===== src/rtl/srec_dumper.sv =====
// Reads a word-aligned memory range and streams it out as Motorola S-record text:
// one S3 record per RECORD_BYTES data bytes, followed by an S7 termination record.
`timescale 1ns/1ps
module srec_dumper #(
    parameter int RECORD_BYTES = 16
) (
    input  logic        clock,
    input  logic        reset_n,
    input  logic        start,
    input  logic [0:31] start_address,
    input  logic [0:31] length,
    output logic [0:31] mem_address,
    output logic        mem_wren,
    output logic [0:31] mem_data_in,
    input  logic [0:31] mem_data_out,
    output logic [7:0]  char_out,
    output logic        char_valid,
    input  logic        char_ready,
    output logic        busy,
    output logic        done
);
    typedef enum logic [3:0] {
        IDLE, FETCH, S_CHAR, TYPE, COUNT, ADDR, DATA, CSUM, EOL, DONE
    } state_t;

    localparam logic [5:0] REC_BYTES = 6'(RECORD_BYTES);

    state_t      state_q, state_d;
    logic [31:0] start_addr_q, start_addr_d;
    logic [31:0] cur_addr_q, cur_addr_d;
    logic [31:0] remaining_q, remaining_d;
    logic [5:0]  rec_bytes_q, rec_bytes_d;
    logic        is_s7_q, is_s7_d;
    logic [6:0]  dig_q, dig_d;
    logic [7:0]  sum_q, sum_d;
    logic [3:0]  issue_cnt_q, issue_cnt_d;
    logic [3:0]  recv_cnt_q, recv_cnt_d;
    logic        rd_v1_q, rd_v1_d;
    logic        rd_v2_q, rd_v2_d;
    logic [31:0] mem_address_q, mem_address_d;
    logic [7:0]  char_out_q, char_out_d;
    logic        char_valid_q, char_valid_d;
    logic        busy_q, busy_d;
    logic        done_q, done_d;
    logic [31:0] buf_q [0:7];
    logic [31:0] buf_d [0:7];

    logic [31:0] start_addr_in, length_in, mem_word_in;
    logic        advance;
    logic [7:0]  cc_q, cc_d, cur_byte_q, byte_d;
    logic [31:0] addr_q, addr_d;
    logic [3:0]  nibble_d;

    assign start_addr_in = start_address;
    assign length_in     = length;
    assign mem_word_in   = mem_data_out;

    function automatic logic [5:0] rec_size(input logic [31:0] rem);
        return (rem < 32'(RECORD_BYTES)) ? rem[5:0] : REC_BYTES;
    endfunction

    function automatic logic [7:0] hex_char(input logic [3:0] n);
        return (n < 4'd10) ? (8'h30 + {4'h0, n}) : (8'h37 + {4'h0, n});
    endfunction

    // Byte currently being rendered as two hex digits; dig selects byte and nibble.
    function automatic logic [7:0] byte_at(input state_t st, input logic [6:0] dig,
                                           input logic [7:0] cc, input logic [31:0] addr,
                                           input logic [31:0] word, input logic [7:0] sum);
        logic [31:0] addr_sh;
        logic [31:0] word_sh;
        addr_sh = addr << {dig[2:1], 3'b000};
        word_sh = word << {dig[2:1], 3'b000};
        case (st)
            COUNT:   return cc;
            ADDR:    return addr_sh[31:24];
            DATA:    return word_sh[31:24];
            CSUM:    return ~sum;
            default: return 8'h00;
        endcase
    endfunction

    assign advance    = char_valid_q && char_ready;
    assign cc_q       = is_s7_q ? 8'd5 : ({2'b00, rec_bytes_q} + 8'd5);
    assign addr_q     = is_s7_q ? start_addr_q : cur_addr_q;
    assign cur_byte_q = byte_at(state_q, dig_q, cc_q, addr_q, buf_q[dig_q[5:3]], sum_q);

    always_comb begin
        state_d       = state_q;
        start_addr_d  = start_addr_q;
        cur_addr_d    = cur_addr_q;
        remaining_d   = remaining_q;
        rec_bytes_d   = rec_bytes_q;
        is_s7_d       = is_s7_q;
        dig_d         = dig_q;
        sum_d         = sum_q;
        issue_cnt_d   = issue_cnt_q;
        recv_cnt_d    = recv_cnt_q;
        rd_v1_d       = 1'b0;
        rd_v2_d       = rd_v1_q;
        mem_address_d = mem_address_q;
        buf_d         = buf_q;

        case (state_q)
            IDLE: begin
                if (start) begin
                    start_addr_d = start_addr_in;
                    cur_addr_d   = start_addr_in;
                    remaining_d  = length_in;
                    issue_cnt_d  = 4'd0;
                    recv_cnt_d   = 4'd0;
                    rec_bytes_d  = rec_size(length_in);
                    is_s7_d      = (length_in == 32'd0);
                    state_d      = (length_in == 32'd0) ? S_CHAR : FETCH;
                end
            end
            FETCH: begin
                // rd_v1/rd_v2 track each issued read through the one-cycle memory latency.
                if (issue_cnt_q < rec_bytes_q[5:2]) begin
                    mem_address_d = cur_addr_q + {26'd0, issue_cnt_q, 2'b00};
                    issue_cnt_d   = issue_cnt_q + 4'd1;
                    rd_v1_d       = 1'b1;
                end
                if (rd_v2_q) begin
                    buf_d[recv_cnt_q[2:0]] = mem_word_in;
                    recv_cnt_d             = recv_cnt_q + 4'd1;
                    if (recv_cnt_q + 4'd1 == rec_bytes_q[5:2]) begin
                        state_d = S_CHAR;
                    end
                end
            end
            S_CHAR: if (advance) begin
                state_d = TYPE;
                sum_d   = 8'd0;
                dig_d   = 7'd0;
            end
            TYPE: if (advance) begin
                state_d = COUNT;
                dig_d   = 7'd0;
            end
            COUNT: if (advance) begin
                dig_d = dig_q + 7'd1;
                if (dig_q[0]) begin
                    sum_d   = sum_q + cur_byte_q;
                    dig_d   = 7'd0;
                    state_d = ADDR;
                end
            end
            ADDR: if (advance) begin
                dig_d = dig_q + 7'd1;
                if (dig_q[0]) sum_d = sum_q + cur_byte_q;
                if (dig_q == 7'd7) begin
                    dig_d   = 7'd0;
                    state_d = is_s7_q ? CSUM : DATA;
                end
            end
            DATA: if (advance) begin
                dig_d = dig_q + 7'd1;
                if (dig_q[0]) sum_d = sum_q + cur_byte_q;
                if (dig_q == {rec_bytes_q, 1'b0} - 7'd1) begin
                    dig_d   = 7'd0;
                    state_d = CSUM;
                end
            end
            CSUM: if (advance) begin
                dig_d = dig_q + 7'd1;
                if (dig_q[0]) state_d = EOL;
            end
            EOL: if (advance) begin
                if (is_s7_q) begin
                    state_d = DONE;
                end else begin
                    cur_addr_d  = cur_addr_q + {26'd0, rec_bytes_q};
                    remaining_d = remaining_q - {26'd0, rec_bytes_q};
                    issue_cnt_d = 4'd0;
                    recv_cnt_d  = 4'd0;
                    rec_bytes_d = rec_size(remaining_d);
                    if (remaining_d != 32'd0) begin
                        state_d = FETCH;
                    end else begin
                        is_s7_d = 1'b1;
                        state_d = S_CHAR;
                    end
                end
            end
            DONE:    state_d = IDLE;
            default: state_d = IDLE;
        endcase

        // Outputs are registered: render the character the next state will present.
        cc_d     = is_s7_d ? 8'd5 : ({2'b00, rec_bytes_d} + 8'd5);
        addr_d   = is_s7_d ? start_addr_d : cur_addr_d;
        byte_d   = byte_at(state_d, dig_d, cc_d, addr_d, buf_d[dig_d[5:3]], sum_d);
        nibble_d = dig_d[0] ? byte_d[3:0] : byte_d[7:4];

        char_valid_d = state_d inside {S_CHAR, TYPE, COUNT, ADDR, DATA, CSUM, EOL};
        case (state_d)
            S_CHAR:                  char_out_d = 8'h53;
            TYPE:                    char_out_d = is_s7_d ? 8'h37 : 8'h33;
            COUNT, ADDR, DATA, CSUM: char_out_d = hex_char(nibble_d);
            EOL:                     char_out_d = 8'h0A;
            default:                 char_out_d = 8'h00;
        endcase
        busy_d = (state_d != IDLE);
        done_d = (state_d == DONE);
    end

    always_ff @(posedge clock) begin
        if (!reset_n) begin
            state_q       <= IDLE;
            start_addr_q  <= '0;
            cur_addr_q    <= '0;
            remaining_q   <= '0;
            rec_bytes_q   <= '0;
            is_s7_q       <= 1'b0;
            dig_q         <= '0;
            sum_q         <= '0;
            issue_cnt_q   <= '0;
            recv_cnt_q    <= '0;
            rd_v1_q       <= 1'b0;
            rd_v2_q       <= 1'b0;
            mem_address_q <= '0;
            char_out_q    <= '0;
            char_valid_q  <= 1'b0;
            busy_q        <= 1'b0;
            done_q        <= 1'b0;
        end else begin
            state_q       <= state_d;
            start_addr_q  <= start_addr_d;
            cur_addr_q    <= cur_addr_d;
            remaining_q   <= remaining_d;
            rec_bytes_q   <= rec_bytes_d;
            is_s7_q       <= is_s7_d;
            dig_q         <= dig_d;
            sum_q         <= sum_d;
            issue_cnt_q   <= issue_cnt_d;
            recv_cnt_q    <= recv_cnt_d;
            rd_v1_q       <= rd_v1_d;
            rd_v2_q       <= rd_v2_d;
            mem_address_q <= mem_address_d;
            char_out_q    <= char_out_d;
            char_valid_q  <= char_valid_d;
            busy_q        <= busy_d;
            done_q        <= done_d;
        end
    end

    generate
        for (genvar gi = 0; gi < 8; gi++) begin : g_buf
            always_ff @(posedge clock) begin
                if (!reset_n) buf_q[gi] <= '0;
                else          buf_q[gi] <= buf_d[gi];
            end
        end
    endgenerate

    assign mem_address = mem_address_q;
    assign mem_wren    = 1'b0;
    assign mem_data_in = '0;
    assign char_out    = char_out_q;
    assign char_valid  = char_valid_q;
    assign busy        = busy_q;
    assign done        = done_q;
endmodule


===== config.mk =====
export PLATFORM = sky130hd
export DESIGN_NAME = srec_dumper
export DESIGN_NICKNAME = d
export VERILOG_FILES = /design/src/rtl/srec_dumper.sv
export SDC_FILE = /design/constraint.sdc
export NUM_CORES = 1
export LEC_CHECK = 0
export BUFFER_PORTS_ARGS = -buffer_cell sky130_fd_sc_hd__buf_2
export CAP_MARGIN = 20
export CELL_PAD_IN_SITES_DETAIL_PLACEMENT = 1
export CELL_PAD_IN_SITES_GLOBAL_PLACEMENT = 1
export CORE_MARGIN = 3
export CORE_UTILIZATION = 40
export CTS_CLUSTER_SIZE = 12
export DETAILED_ROUTE_END_ITERATION = 16
export GPL_ROUTABILITY_DRIVEN = 0
export PLACE_DENSITY = 0.81
export SETUP_SLACK_MARGIN = 0.05
export SLEW_MARGIN = 15
export SYNTH_ARGS = -nofsm -noshare
export SYNTH_HDL_FRONTEND = slang
export SYNTH_SLANG_ARGS = --single-unit
export TNS_END_PERCENT = 50

===== constraint.sdc =====
create_clock -name clock -period 7.5 [get_ports clock]
set_input_delay 1.5 -clock clock [delete_from_list [all_inputs] [get_ports clock]]
set_output_delay 1.5 -clock clock [all_outputs]
set_load 0.01 [all_outputs]

==> flow_summary.json <==
{
  "outcome": "completed",
  "fp.dieArea_mm2": 0.0710,
  "required_ns": 7.98,
  "min_path_type": "reg2reg",
  "ys_ff_latch": 430,
  "drive_above_1_share": 0.141,
  "grtUsageTotal": 0.317,
  "synth-seq-area-share": 0.317,
  "rsz0062_at_grt": "false",
  "h-tree-depth": 2,
  "p_leak_nw": 10.2,
  "worstPathArrival_ns": 7.49,
  "worst-setup-path-type": "reg2reg",
  "holdBufCountCts": 0,
  "post_cts_buffers": 0,
  "drt-initial-drc-count": 3062,
  "synth-adder-area-share": 0.0191,
  "path_max_fanout": 9,
  "tightest_slew_ns": 1.22,
  "synth_largest_area_cell": "dfxtp_1",
  "synthArstFlopShare": 0,
  "fin_hold_ws_ns": 0.461,
  "core_region_area_mm2": 0.0665,
  "vdd_drop_max_mv": 0.159,
  "fp.dieH_um": 266,
  "fp-row-count": 94,
  "synth_ff_type": "dfxtp_1",
  "post_cts_resized": 0,
  "period_minus_slack_ns": 7.00,
  "synth_top_family_by_area": "compound AO/OA/AOI/OAI gates",
  "synth.most_common_cell": "nand2_1",
  "synth-simple-area-share": 0.227,
  "avgRoutedWirePerCell_um": 26.7,
  "yosys_warnings": 0,
  "grt_max_degree": 150,
  "post-route-period-util": 0.934,
  "dr.pass1.iters": 8,
  "grt_pass1_wl_mm": 175,
  "synth_common_cells": "nand2_1, dfxtp_1, a21oi_1",
  "synth_edf_count": 0,
  "clock_path_buffers": 3,
  "num_vias": 28900,
  "finalSetupViolCount": 0,
  "synthesis.area_mm2": 0.0271,
  "final_antenna_net_count": 0,
  "ios": 176,
  "cts_root_buf": "clkbuf_16",
  "antenna_found_initial": 3,
  "cts_tree": "done",
  "fin_nets": 3591,
  "fillerInstances": 8139,
  "io_buffers": 141,
  "grt_pass1_vias": 28800,
  "synth_xor_area_frac": 0.0229,
  "fin_worst_skew_ns": 0.0319,
  "drcViolationCount": 0,
  "numClockSinks": 430,
  "startpoint_type": "flip-flop",
  "max_freq_ghz": 0.143,
  "clk_pin_slew_worst_paths_ns": 0.06,
  "syn_to_final_growth_pct": 10.6,
  "start_util": 0.408,
  "synth_top_area_share": 0.317,
  "drt_wl_total_mm": 116,
  "final-hold-violation-count": 0,
  "syn_area_per_cell_um2": 7.75,
  "die_w_um": 266,
  "slew_violations": 0,
  "via_per_inst": 6.62,
  "synthMuxAreaShare": 0.106,
  "insertion_delay_ns": 0.62,
  "cellPowerDensity_mw_per_mm2": 187,
  "max_cap_viol_count": 0,
  "cts_buffers": 51,
  "overflow": 0,
  "dp_hpwl_mm": 80.1,
  "ys_types": 108,
  "fin_setup_tns_ns": 0,
  "synth_compound_area_frac": 0.244,
  "cp-end-kind": "flip-flop",
  "netlist_instances": 3502,
  "synth.area.top_cells": "dfxtp_1, nand2_1, mux4_2, a21oi_1, nor2_1",
  "slew_headroom": 0.186
}
[area by class of cell]
class / instances / area, um2 / share of cell area
multi-input cells: 2703 / 17100 / 0.568
flip-flops and latches: 430 / 8620 / 0.287
clock buffers: 73 / 1490 / 0.0497
repair buffers: 217 / 1290 / 0.0429
well taps: 864 / 1080 / 0.0360
clock inverters: 20 / 274 / 0.00913
inverters: 49 / 196 / 0.00654
diodes: 2 / 5.00 / 0.000167
[flip-flops by register name (all words and copies together) (netlist names), 4 cells and up]
register      count
recv_cnt_q        4
issue_cnt_q       4
mem_address      32
remaining_q      32
cur_addr_q       32
dig_q             7
sum_q             8
char_out          7
rec_bytes_q       6
buf_q           256
start_addr_q     32
state_q           4
[logic make-up (layout without fill, tap and decap cells)]
kind of cell / Yosys count / after routing
compound gates: 1001 / 1001
xor+xnor: 71 / 71
fa+ha+maj: 39 / 39
buf+inv: 402 / 359
flops: 430 / 430
mux: 162 / 162
other cells: 1 / 36
simple gates: 1396 / 1396
[power breakdown]
group          internal [mW]  switching (mW)
Sequential              2.33          0.0747
Clock                   1.59            1.07
Combinational          0.193           0.371
[path summary, 6_finish.rpt]
check                                    to      startpoint  slack [ns]  cells past startpoint
worst max register to register  char_out[6]  rec_bytes_q[4]        0.50                     19
worst min register to register      rd_v2_q         rd_v1_q        0.46                      1
worst max-delay path            char_out[6]  rec_bytes_q[4]        0.50                     19
worst min-delay path                rd_v2_q         rd_v1_q        0.46                      1
[metal layers]
metal	up-vias	GRT usage	share of wire
li1	12600	-	-
met1	14200	0.386	0.38
met2	1647	0.518	0.46
met3	485	0.0670	0.095
met4	4	0.185	0.067
met5	-	0	0.00026
[worst max-delay path, stage by stage, from the launching register on]
cell and delay [ns]:
dfxtp_1 0.60, inv_1 0.20, ha_1 0.40, a21o_1 0.26, a211o_1 0.36, or4_4 0.61, nor2_1 0.22, xor2_1 0.09
or4_1 0.77, or2_2 0.39, o21ai_0 0.39, ha_1 0.33, a221o_1 0.35, a31oi_1 0.59, o21ai_0 0.47, o21a_4 0.28
clkinv_4 0.07, ha_1 0.20, o21ai_2 0.09, a32o_1 0.22
[per-stage QoR]
| stage | setup slack [ns] | area (um2) | total power, mW | util | instances |
|---|---|---|---|---|---|
| after CTS | 0.779 | 30000 | 5.64 | 0.452 | 4356 |
| final | 0.498 | 30000 | 5.63 | 0.452 | 4358 |
| after global routing | 0.405 | 30000 | 5.80 | 0.452 | 4357 |
| after detailed placement | 0.769 | 28200 | 3.00 | 0.425 | 4263 |
| after floorplan | 1.90 | 27300 | 2.82 | - | 3535 |
| after global placement | 0.788 | 28200 | 2.99 | 0.425 | 4262 |
[cell usage in the layout, fill, tap and decap left out, drive strengths merged, types with 14 or more instances in the layout]
cell type,netlist,layout
nand2,713,713
dfxtp,430,430
a21oi,412,412
nor2,299,299
buf,103,217
o21ai,118,118
mux4,97,97
nor3,88,88
clkbuf,250,73
nand3,63,63
o22ai,57,57
mux2i,53,53
a211oi,52,52
o221ai,51,51
inv,47,49
xnor2,43,43
a221oi,43,43
and2,41,41
ha,35,35
a22oi,35,35
conb,1,34
nor4,33,33
nand4,31,31
xor2,28,28
or3,28,28
or4,23,23
a31oi,22,22
o211ai,21,21
a21o,19,19
a311oi,17,17
nand2b,16,16
o31ai,16,16
a2111oi,16,16
and3,14,14
o21a,14,14
(Power assumes the default switching activity.)
